`src/rtl/led_step_sequencer.sv`:
```
// Timed LED pattern sequencer: plays a small table of {mask, duration} steps
// on three LEDs, once or looping, with a global 15-level PWM brightness.
module led_step_sequencer #(
  parameter int CLK_DIV = 48000,
  parameter int DEPTH   = 8,
  parameter int DUR_W   = 16,
  localparam int AW     = $clog2(DEPTH),
  localparam int PW     = $clog2(CLK_DIV)
) (
  input  logic             clk,
  input  logic             rst_n,
  input  logic             cfg_we,
  input  logic [AW-1:0]    cfg_addr,
  input  logic [2:0]       cfg_mask,
  input  logic [DUR_W-1:0] cfg_dur,
  input  logic [AW-1:0]    last_step,
  input  logic             loop_en,
  input  logic             start,
  input  logic             stop,
  input  logic [3:0]       brightness,
  output logic             busy,
  output logic [AW-1:0]    step_idx,
  output logic             done,
  output logic             LED0,
  output logic             LED1,
  output logic             LED2
);

  typedef enum logic {IDLE, RUN} state_t;

  state_t           state_q, state_d;
  logic [AW-1:0]    step_q, step_d;
  logic [DUR_W-1:0] rem_q, rem_d;
  logic [2:0]       amask_q, amask_d;
  logic [PW-1:0]    pre_q, pre_d;
  logic             done_q, done_d;
  logic [3:0]       pwm_q;
  logic [2:0]       led_q;

  logic [2:0]       mask_mem [DEPTH];
  logic [DUR_W-1:0] dur_mem  [DEPTH];

  logic             tick;
  logic             final_step;
  logic             load;
  logic [AW-1:0]    load_idx;

  // NOTE: the table is explicitly cleared on reset, so it must stay in flops
  // rather than map to a RAM macro without a reset port.
  always_ff @(posedge clk) begin
    if (!rst_n) begin
      for (int i = 0; i < DEPTH; i++) begin
        mask_mem[i] <= '0;
        dur_mem[i]  <= '0;
      end
    end else if (cfg_we) begin
      mask_mem[cfg_addr] <= cfg_mask;
      dur_mem[cfg_addr]  <= cfg_dur;
    end
  end

  assign tick = (pre_q == PW'(CLK_DIV - 1));
  // A run pushed past last_step keeps going and treats the table end as final.
  assign final_step = (step_q == last_step) || (step_q == AW'(DEPTH - 1));

  // NOTE: every variable gets a default first so no path leaves one unassigned
  // and no latch is inferred.
  always_comb begin
    state_d  = state_q;
    step_d   = step_q;
    rem_d    = rem_q;
    amask_d  = amask_q;
    pre_d    = pre_q;
    done_d   = 1'b0;
    load     = 1'b0;
    load_idx = '0;

    unique case (state_q)
      IDLE: begin
        amask_d = '0;
        pre_d   = '0;
        if (start && !stop) begin
          state_d = RUN;
          load    = 1'b1;
        end
      end
      RUN: begin
        if (stop) begin
          state_d = IDLE;
          step_d  = '0;
          amask_d = '0;
          pre_d   = '0;
        end else begin
          pre_d = tick ? '0 : pre_q + 1'b1;
          if (tick) begin
            if (rem_q > DUR_W'(1)) begin
              rem_d = rem_q - 1'b1;
            end else if (!final_step) begin
              load     = 1'b1;
              load_idx = step_q + 1'b1;
            end else if (loop_en) begin
              load = 1'b1;
            end else begin
              state_d = IDLE;
              step_d  = '0;
              amask_d = '0;
              done_d  = 1'b1;
            end
          end
        end
      end
      default: state_d = IDLE;
    endcase

    // Step entry latches the table row, so later writes only affect re-entry.
    if (load) begin
      step_d  = load_idx;
      rem_d   = (dur_mem[load_idx] == '0) ? DUR_W'(1) : dur_mem[load_idx];
      amask_d = mask_mem[load_idx];
    end
  end

  // NOTE: sequential state uses non-blocking assignments only, so every flop
  // samples pre-edge values regardless of statement order.
  always_ff @(posedge clk) begin
    if (!rst_n) begin
      state_q <= IDLE;
      step_q  <= '0;
      rem_q   <= DUR_W'(1);
      amask_q <= '0;
      pre_q   <= '0;
      done_q  <= 1'b0;
      pwm_q   <= '0;
      led_q   <= '0;
    end else begin
      state_q <= state_d;
      step_q  <= step_d;
      rem_q   <= rem_d;
      amask_q <= amask_d;
      pre_q   <= pre_d;
      done_q  <= done_d;
      pwm_q   <= (pwm_q == 4'd14) ? 4'd0 : pwm_q + 4'd1;
      led_q   <= amask_q & {3{pwm_q < brightness}};
    end
  end

  assign busy     = (state_q == RUN);
  assign step_idx = step_q;
  assign done     = done_q;
  assign LED0     = led_q[0];
  assign LED1     = led_q[1];
  assign LED2     = led_q[2];

endmodule

```
`config.mk`:
```
export PLATFORM = sky130hd
export DESIGN_NAME = led_step_sequencer
export DESIGN_NICKNAME = d
export VERILOG_FILES = /design/src/rtl/led_step_sequencer.sv
export SDC_FILE = /design/constraint.sdc
export NUM_CORES = 1
export LEC_CHECK = 0
export CAP_MARGIN = 20
export CORE_MARGIN = 2
export CORE_UTILIZATION = 45
export DETAILED_ROUTE_END_ITERATION = 16
export HOLD_SLACK_MARGIN = 0.02
export PLACE_DENSITY_LB_ADDON = 0.08
export SETUP_SLACK_MARGIN = 0.02
export SKIP_CTS_REPAIR_TIMING = 1
export SYNTH_ARGS = -nofsm -noshare
export SYNTH_HDL_FRONTEND = slang
export SYNTH_SLANG_ARGS = --single-unit
```
`constraint.sdc`:
```
create_clock -name clk -period 3.4 [get_ports clk]
set_input_delay 0.68 -clock clk [delete_from_list [all_inputs] [get_ports clk]]
set_output_delay 0.68 -clock clk [all_outputs]
set_load 0.005 [all_outputs]
```
==> results.py, run 1 <==
metrics = {
    "status": {
        "status": "complete, no violations",
    },
    "yosys": {
        "async_reset_ff_frac": 0,
        "synth_seq_area_share": 0.585,
        "syn_inst": 796,
        "ys_warn_count": 0,
        "netlist_area_mm2": 0.00942,
        "syn_nets": 841,
        "synth_compound_area_frac": 0.0865,
        "synth_top_family_by_area": "simple AND/OR/NAND/NOR gates",
        "synthFlopType": "edfxtp_1",
        "syn_avg_cell_area_um2": 11.8,
        "ys_ff_latch": 199,
        "synth_mux_area_frac": 0.0632,
        "yosys.cell_types.count": 62,
        "synth_edf_count": 152,
        "synth_adder_area_share": 0.0133,
        "synthSimpleGateAreaFrac": 0.208,
        "synth_xor_area_frac": 0.0242,
    },
    "detailed_routing": {
        "drt_iter0_markers": 470,
        "totalWireLength_um": 23800,
        "drc_errors": 0,
        "ant_nets": 0,
        "dr_total_vias": 6381,
        "drtPass1Iterations": 5,
        "wl_per_cell_um": 20.8,
        "vias_per_cell": 5.58,
    },
    "place": {
        "dp_cells": 1111,
        "place_congestion": 0.918,
        "hpwl_um": 15800,
        "placedInstanceArea_mm2": 0.0104,
        "portBuffers": 42,
    },
    "finish": {
        "syn_to_final_growth_pct": 16.8,
        "num-nets-final": 905,
        "post-route-util": 0.540,
        "diodes": 0,
        "fin_area_mm2": 0.0110,
        "fill_cells": 1760,
        "stdcell_count": 1143,
        "drive_gt1_frac": 0.132,
    },
    "clock_tree": {
        "cts_tree": "done",
        "h-tree-depth": 4,
        "cts_buffers": 17,
        "clk_path_buf_depth": 2,
        "cts-root-buf": "clkbuf_16",
        "cts_sinks": 199,
        "clk_pin_slew_worst_paths_ns": 0.07,
        "clock_latency_ns": 0.43,
    },
    "critical_path": {
        "critical_path_buf_inv_count": 0,
        "critPathRequiredTime_ns": 3.76,
        "critPathLaunchType": "register",
        "end_kind": "register",
        "cp_max_fo": 5,
        "cp.depth": 8,
        "cpMaxStageDelayCell": "nor4_1",
        "critPathKind": "reg2reg",
        "cp_top_family": "simple AND/OR/NAND/NOR gates",
        "cpPeakStageDelay_ns": 0.60,
        "path_cells": "nor4_1 > o2111ai_1 > or3_1 > nor3_1 > a211oi_1 > a31oi_1 > nand3_1 > o22ai_1",
        "r2r_cells": 8,
        "crit_arrival_ns": 3.45,
    },
    "sta": {
        "relSlewSlack": 0.506,
        "period_share": 0.909,
        "fmax_mhz": 324,
        "rsz0062_at_grt": "no",
        "fin_skew_ns": 0.00802,
        "tightest_slew_ns": 0.740,
        "finalSetupTns_ns": 0,
        "setup_viol": 0,
        "hold_viol": 0,
        "min_period_ns": 3.09,
        "final-max-slew-violation-count": 0,
    },
    "floorplan": {
        "die-height_um": 149,
        "core_area_mm2": 0.0204,
        "ios": 43,
        "die_area_mm2": 0.0221,
        "start_util": 0.462,
        "die_w_um": 149,
        "std_cell_rows": 52,
    },
    "grt": {
        "grt_overflow": 0,
        "antenna_found_initial": 0,
        "grt_pass1_wl_um": 37700,
        "grt_pass1_vias": 6619,
        "grt_max_degree": 47,
        "grt_use_total": 0.228,
    },
    "power_and_ir_drop": {
        "combPwrFrac": 0.070,
        "p_clk_frac": 0.391,
        "switching_share": 0.241,
        "p_int_mw": 3.94,
        "p_leak_nw": 3.81,
        "powerDensity_mw_per_mm2": 472,
        "total_power_mw": 5.19,
        "irDropWorstVdd_mv": 0.323,
        "seq_power_share": 0.539,
        "p_switching_mw": 1.25,
    },
    "hold_path": {
        "hp-class": "reg2reg",
        "min_path_cells": 1,
    },
    "job": {
        "maxCapViolCount": 0,
    },
}
-- logic make-up (layout without fill, tap and decap cells) --
group,after synthesis,after routing
AOI/OAI and AO/OA,124,124
xor gates and xnor gates,26,26
adders and majority gates,10,10
buffers and inverters,49,126
DFF,199,199
muxes,44,44
and+or+nand+nor,344,344
-- power by group through the flow --
stage | combinational (mW) | clock [mW] | sequential, mW
3_5_place_dp | 0.363 | 0 | 2.85
2_1_floorplan | 0.197 | 0 | 2.84
4_1_cts | 0.365 | 2.07 | 2.80
3_3_place_gp | 0.360 | 0 | 2.85
5_1_grt | 0.399 | 2.17 | 2.81
6_report | 0.363 | 2.03 | 2.80
-- metrics by stage --
stage / setup WS (ns) / hold WS (ns)
2_1_floorplan: 0.432 / 0.426
3_3_place_gp: 0.126 / 0.441
3_5_place_dp: 0.0423 / 0.451
4_1_cts: 0.408 / 0.471
5_1_grt: 0.109 / 0.501
6_report: 0.311 / 0.472
-- synth_stat cells (2+ instances only) --
library cell    n  share of area
a211oi_1       25          0.020
a21oi_1        35          0.019
a311oi_1        9         0.0084
a31oi_1         3         0.0020
and2_1        155           0.10
and3_1          5         0.0033
and4_1          2         0.0019
buf_1           3         0.0012
buf_2           3         0.0016
clkbuf_1       26          0.010
dfxtp_1        47           0.10
edfxtp_1      152           0.48
ha_1           10          0.013
inv_1          16         0.0064
mux2_2         14          0.017
mux2i_1        19          0.020
mux4_2         11          0.026
nand2_1        25          0.010
nand2b_1        9         0.0060
nand3_1        12         0.0064
nand3b_1        2         0.0016
nand4_1         6         0.0040
nand4b_1        4         0.0037
nor2_1         70          0.028
nor2b_1         7         0.0046
nor3_1         17         0.0090
nor3_2          3         0.0032
nor3b_1         2         0.0016
nor4_1          6         0.0040
nor4_2          2         0.0027
o211ai_1        2         0.0016
o21ai_0        17         0.0090
o22ai_1        18          0.012
or3_1           6         0.0040
or4_1           2         0.0016
xnor2_1        17          0.016
xor2_1          9         0.0084
-- cell type report --
cell class,count,area (um2),share of cell area
clock inverters,14,158,0.0143
clock buffers,18,429,0.0390
repair buffers,78,753,0.0685
inverters,16,60.1,0.00546
well taps,270,338,0.0307
flip-flops and latches,199,5510,0.501
multi-input cells,548,3760,0.342
-- worst register-to-register path: stages, from the launching register on --
cell	delay, ns
dfxtp_1	0.34
nor4_1	0.60
o2111ai_1	0.38
or3_1	0.51
nor3_1	0.51
a211oi_1	0.21
a31oi_1	0.22
nand3_1	0.12
o22ai_1	0.12
-- metal layers --
layer / part of all wire / up-vias / wire length (um) / GRT usage
met5: 0 / - / 0 / 0
met4: 0.028 / 0 / 660 / 0.0819
met3: 0.040 / 34 / 961 / 0.0390
met2: 0.48 / 157 / 11400 / 0.373
met1: 0.45 / 3153 / 10800 / 0.307
li1: - / 3037 / - / -
-- registers in the layout, summed over array words and instances, names as in the netlist --
| register | flops |
|---|---|
| amask_q | 3 |
| mask_mem | 24 |
| busy | 1 |
| step_idx | 3 |
| done | 1 |
| led_q | 3 |
| dur_mem | 128 |
| pre_q | 16 |
| pwm_q | 4 |
| rem_q | 16 |
-- placed cells by master, fill, tap and decap left out, drive strengths merged, types with 2 or more instances in the layout --
master           n
a211oi          26
a21oi           35
a311oi           9
a31oi            3
and2           155
and3             5
and4             2
buf             36
clkbuf          18
clkdlybuf4s50   42
clkinv           2
clkinvlp         3
dfxtp           47
edfxtp         152
ha              10
inv             24
mux2            14
mux2i           19
mux4            11
nand2           25
nand2b           9
nand3           13
nand3b           2
nand4            7
nand4b           4
nor2            71
nor2b            7
nor3            20
nor3b            2
nor4             8
o211ai           2
o21ai           17
o22ai           18
or3              7
or4              3
xnor2           17
xor2             9
-- final timing paths --
path	slack, ns	startpoint	end
worst max-delay path	0.31	rem_q[7]	rem_q[0]
worst min-delay path	0.47	pre_q[0]	pre_q[0]
worst max register to register	0.31	rem_q[7]	rem_q[0]
worst min register to register	0.47	pre_q[0]	pre_q[0]
No activity file was read; power rests on OpenSTA's default activity.
==> run 2, diff against run 1 <==
--- a/config.mk
+++ b/config.mk
@@ -8,6 +8,7 @@
 export CAP_MARGIN = 20
 export CORE_MARGIN = 2
 export CORE_UTILIZATION = 45
+export CTS_BUF_LIST = sky130_fd_sc_hd__clkbuf_2 sky130_fd_sc_hd__clkbuf_4 sky130_fd_sc_hd__clkbuf_8
 export DETAILED_ROUTE_END_ITERATION = 16
 export HOLD_SLACK_MARGIN = 0.02
 export PLACE_DENSITY_LB_ADDON = 0.08
==> results.py, run 2 (synthesis gave the netlist of run 1 again) <==
metrics = {
    "power_and_ir_drop": {
        "p_int_mw": 3.51,
        "p_switching_mw": 1.19,
        "combPwrFrac": 0.077,
        "irDropWorstVdd_mv": 0.238,
        "p_leak_nw": 3.72,
        "seq_power_share": 0.594,
        "total_power_mw": 4.71,
        "switching_share": 0.254,
        "powerDensity_mw_per_mm2": 435,
        "p_clk_frac": 0.329,
    },
    "place": {
        "post-place-ws_ns": 0.0423,
        "portBuffers": 42,
        "hpwl_um": 15800,
        "placedInstanceArea_mm2": 0.0104,
        "dp_cells": 1111,
        "place_congestion": 0.918,
    },
    "critical_path": {
        "critPathKind": "reg2reg",
        "crit_arrival_ns": 3.49,
        "cpMaxStageDelayCell": "nor4_1",
        "cpPeakStageDelay_ns": 0.60,
        "end_kind": "register",
        "path_cells": "nor4_1 > o2111ai_1 > or3_1 > nor3_1 > a211oi_1 > a31oi_1 > nand3_1 > o22ai_1",
        "cp_top_family": "simple AND/OR/NAND/NOR gates",
        "cp_max_fo": 5,
        "critical_path_buf_inv_count": 0,
        "critPathRequiredTime_ns": 3.80,
        "critPathLaunchType": "register",
    },
    "floorplan": {
        "die-height_um": 149,
        "ios": 43,
        "die_area_mm2": 0.0221,
        "core_area_mm2": 0.0204,
        "std_cell_rows": 52,
        "die_w_um": 149,
        "start_util": 0.462,
    },
    "detailed_routing": {
        "drt_iter0_markers": 481,
        "drtPass1Iterations": 5,
        "totalWireLength_um": 23700,
        "vias_per_cell": 5.54,
        "drc_errors": 0,
        "ant_nets": 0,
        "wl_per_cell_um": 20.8,
        "dr_total_vias": 6337,
    },
    "finish": {
        "diodes": 0,
        "drive_gt1_frac": 0.133,
        "syn_to_final_growth_pct": 14.8,
        "largest_reg_flops": 128,
        "regMostFlops": "dur_mem",
        "fin_area_mm2": 0.0108,
        "most-common-layout-cells": "155 x and2_1, 152 x edfxtp_1, 70 x nor2_1, 46 x dfxtp_1, 42 x clkdlybuf4s50_1",
        "num-nets-final": 905,
        "top_regs": "dur_mem (128), mask_mem (24)",
        "stdcell_count": 1143,
        "fill_cells": 1788,
        "final_common_cell": "and2_1",
    },
    "clock_tree": {
        "cts-root-buf": "clkbuf_8",
        "clk_path_buf_depth": 2,
        "cts_sinks": 199,
        "h-tree-depth": 4,
        "cts_tree": "done",
        "clock_latency_ns": 0.47,
        "clk_pin_slew_worst_paths_ns": 0.10,
        "cts_buffers": 17,
    },
    "grt": {
        "met2_usage": 0.371,
        "grt_max_degree": 47,
        "use_met3": 0.0436,
        "grt_overflow": 0,
        "antenna_found_initial": 0,
        "grt_pass1_wl_um": 37500,
        "grt_use_met1": 0.308,
        "grt_use_total": 0.227,
        "grt_pass1_vias": 6598,
        "grt_busiest_layer": "met2",
    },
    "status": {
        "status": "complete, no violations",
    },
    "sta": {
        "min_period_ns": 3.09,
        "setup_viol": 0,
        "relSlewSlack": 0.505,
        "final-max-slew-violation-count": 0,
        "rsz0062_at_grt": "no",
        "tightest_slew_ns": 0.742,
        "period_share": 0.910,
        "layout_setup_ws_ns": 0.307,
        "hold_viol": 0,
        "fin_skew_ns": 0.0135,
        "finalSetupTns_ns": 0,
        "fmax_mhz": 323,
    },
    "hold_path": {
        "hp-class": "reg2reg",
    },
    "job": {
        "maxCapViolCount": 0,
    },
}
run 2: final timing paths:
kind	cells after the start	slack [ns]	start	endpoint
worst max register to register	8	0.31	rem_q[7]	rem_q[0]
worst min-delay path	1	0.48	pre_q[0]	pre_q[0]
worst max-delay path	8	0.31	rem_q[7]	rem_q[0]
worst min register to register	1	0.48	pre_q[0]	pre_q[0]
run 2: final cells by class:
cell class | instances | area (um2) | share of cell area
sequential | 199 | 5510 | 0.509
multi-input combinational | 548 | 3760 | 0.347
timing repair buffer | 78 | 753 | 0.0697
tap | 270 | 338 | 0.0312
clock buffer | 18 | 241 | 0.0223
clock inverter | 14 | 158 | 0.0146
inverter | 16 | 60.1 | 0.00555
run 2: power by group through the flow:
stage               logic, mW  clock network (mW)  registers, mW
global route            0.399                1.68           2.81
finish                  0.363                1.55           2.80
CTS                     0.365                1.58           2.80
detailed placement      0.363                   0           2.85
floorplan               0.197                   0           2.84
global placement        0.360                   0           2.85
run 2: layer usage:
layer / vias up / share of wire
li1: 3040 / -
met1: 3112 / 0.45
met2: 158 / 0.48
met3: 27 / 0.048
met4: 0 / 0.025
met5: - / 0
run 2: stage by stage:
step            util  hold slack [ns]
2_1_floorplan      -            0.426
3_3_place_gp   0.511            0.441
3_5_place_dp   0.511            0.451
4_1_cts        0.531            0.478
5_1_grt        0.531            0.509
6_report       0.531            0.478
==> run 3, diff against run 2 <==
--- a/config.mk
+++ b/config.mk
@@ -11,6 +11,7 @@
 export CTS_BUF_LIST = sky130_fd_sc_hd__clkbuf_2 sky130_fd_sc_hd__clkbuf_4 sky130_fd_sc_hd__clkbuf_8
 export DETAILED_ROUTE_END_ITERATION = 16
 export HOLD_SLACK_MARGIN = 0.02
+export MAX_ROUTING_LAYER = met4
 export PLACE_DENSITY_LB_ADDON = 0.08
 export SETUP_SLACK_MARGIN = 0.02
 export SKIP_CTS_REPAIR_TIMING = 1
==> results.py, run 3 (synthesis gave the netlist of run 1 again) <==
metrics = {
    "status": {
        "status": "complete, no violations",
    },
    "floorplan": {
        "start_util": 0.462,
        "die_area_mm2": 0.0221,
        "die-height_um": 149,
        "ios": 43,
        "core_area_mm2": 0.0204,
        "die_w_um": 149,
        "std_cell_rows": 52,
    },
    "clock_tree": {
        "cts_buffers": 17,
        "clock_latency_ns": 0.47,
        "cts_sinks": 199,
        "cts-root-buf": "clkbuf_8",
        "clk_path_buf_depth": 2,
        "h-tree-depth": 4,
        "cts_tree": "done",
        "clk_pin_slew_worst_paths_ns": 0.10,
    },
    "place": {
        "portBuffers": 42,
        "hpwl_um": 15800,
        "place_congestion": 0.934,
        "post-place-ws_ns": 0.0423,
    },
    "sta": {
        "hold_viol": 0,
        "layout_setup_ws_ns": 0.356,
        "finalSetupTns_ns": 0,
        "fin_skew_ns": 0.0118,
        "tightest_slew_ns": 0.748,
        "rsz0062_at_grt": "no",
        "min_period_ns": 3.04,
        "setup_viol": 0,
        "relSlewSlack": 0.501,
        "period_share": 0.895,
        "fmax_mhz": 328,
        "final-max-slew-violation-count": 0,
    },
    "critical_path": {
        "critPathKind": "reg2reg",
        "crit_start": "rem_q[7]",
        "cp_max_fo": 5,
        "cpMaxStageDelayCell": "nor4_1",
        "cpPeakStageDelay_ns": 0.57,
        "end_kind": "register",
        "crit_arrival_ns": 3.44,
        "critPathLaunchType": "register",
        "r2r_start": "rem_q[7]",
        "path_cells": "nor4_1 > o2111ai_1 > or3_1 > nor3_1 > a211oi_1 > a31oi_1 > nand3_1 > o22ai_1",
        "critPathRequiredTime_ns": 3.79,
    },
    "grt": {
        "use_met3": 0.0436,
        "grt_pass1_wl_um": 37600,
        "grt_overflow": 0,
        "grt_max_degree": 47,
        "grt_use_total": 0.234,
        "grt_use_met1": 0.307,
        "grt_busiest_layer": "met2",
        "met2_usage": 0.372,
        "antenna_found_initial": 0,
        "grt_pass1_vias": 6590,
    },
    "finish": {
        "regArea_mm2": 0.00551,
        "num-nets-final": 905,
        "fill_cells": 1788,
        "multiInputGateArea_mm2": 0.00376,
        "post-route-util": 0.531,
        "most-common-layout-cells": "155 x and2_1, 152 x edfxtp_1, 70 x nor2_1, 46 x dfxtp_1, 42 x clkdlybuf4s50_1",
        "largest_reg_flops": 128,
        "final_common_cell": "and2_1",
        "diodes": 0,
        "drive_gt1_frac": 0.133,
        "regMostFlops": "dur_mem",
        "top_regs": "dur_mem (128), mask_mem (24)",
        "syn_to_final_growth_pct": 14.8,
    },
    "detailed_routing": {
        "drtPass1Iterations": 4,
        "wl_per_cell_um": 20.8,
        "vias_per_cell": 5.58,
        "dr_total_vias": 6382,
        "drt_iter0_markers": 490,
        "totalWireLength_um": 23800,
        "drc_errors": 0,
        "ant_nets": 0,
    },
    "job": {
        "maxCapViolCount": 0,
    },
    "hold_path": {
        "hp-start": "pre_q[0]",
        "hp-class": "reg2reg",
    },
    "power_and_ir_drop": {
        "irDropWorstVdd_mv": 0.238,
        "powerDensity_mw_per_mm2": 435,
        "total_power_mw": 4.70,
        "p_leak_nw": 3.72,
    },
}
[run 3: cell counts in the layout (fill, tap and decap cells not counted)]
Identical to the previous run, type by type.
[run 3: where the power goes]
part | total, mW | switching [mW] | internal [mW] | leakage (nW)
registers | 2.80 | 0.0533 | 2.74 | 1.84
logic | 0.362 | 0.216 | 0.146 | 1.69
clock network | 1.54 | 0.919 | 0.624 | 0.195
total | 4.70 | 1.19 | 3.51 | 3.72
[run 3: routing by layer]
| metal | wire [um] | up-vias |
|---|---|---|
| li1 | - | 3036 |
| met1 | 10700 | 3145 |
| met2 | 11400 | 174 |
| met3 | 1130 | 27 |
| met4 | 604 | 0 |
| met5 | 0 | - |
[run 3: critical path: cells and delay by family (launching register included)]
family / cells / cell delay (ns)
AO/OA/AOI/OAI: 4 / 0.91
flip-flops: 1 / 0.35
AND/OR/NAND/NOR: 4 / 1.71
[run 3: layout make-up]
| class | instances | area share |
|---|---|---|
| Sequential cell | 199 | 0.509 |
| Multi-Input combinational cell | 548 | 0.347 |
| Inverter | 16 | 0.00555 |
| Timing Repair Buffer | 78 | 0.0697 |
| Tap cell | 270 | 0.0312 |
| Clock inverter | 14 | 0.0146 |
| Clock buffer | 18 | 0.0223 |
[run 3: through the flow]
step / instance area (um2) / hold slack (ns) / std cells
2_1_floorplan: 9420 / 0.426 / 796
3_3_place_gp: 10400 / 0.441 / 1111
3_5_place_dp: 10400 / 0.451 / 1111
4_1_cts: 10800 / 0.478 / 1143
5_1_grt: 10800 / 0.509 / 1143
6_report: 10800 / 0.478 / 1143
[run 3: worst paths after layout]
path / to / slack [ns] / depth (start not counted)
max reg2reg: rem_q[0] / 0.36 / 8
min: pre_q[0] / 0.48 / 1
min reg2reg: pre_q[0] / 0.48 / 1
max: rem_q[0] / 0.36 / 8
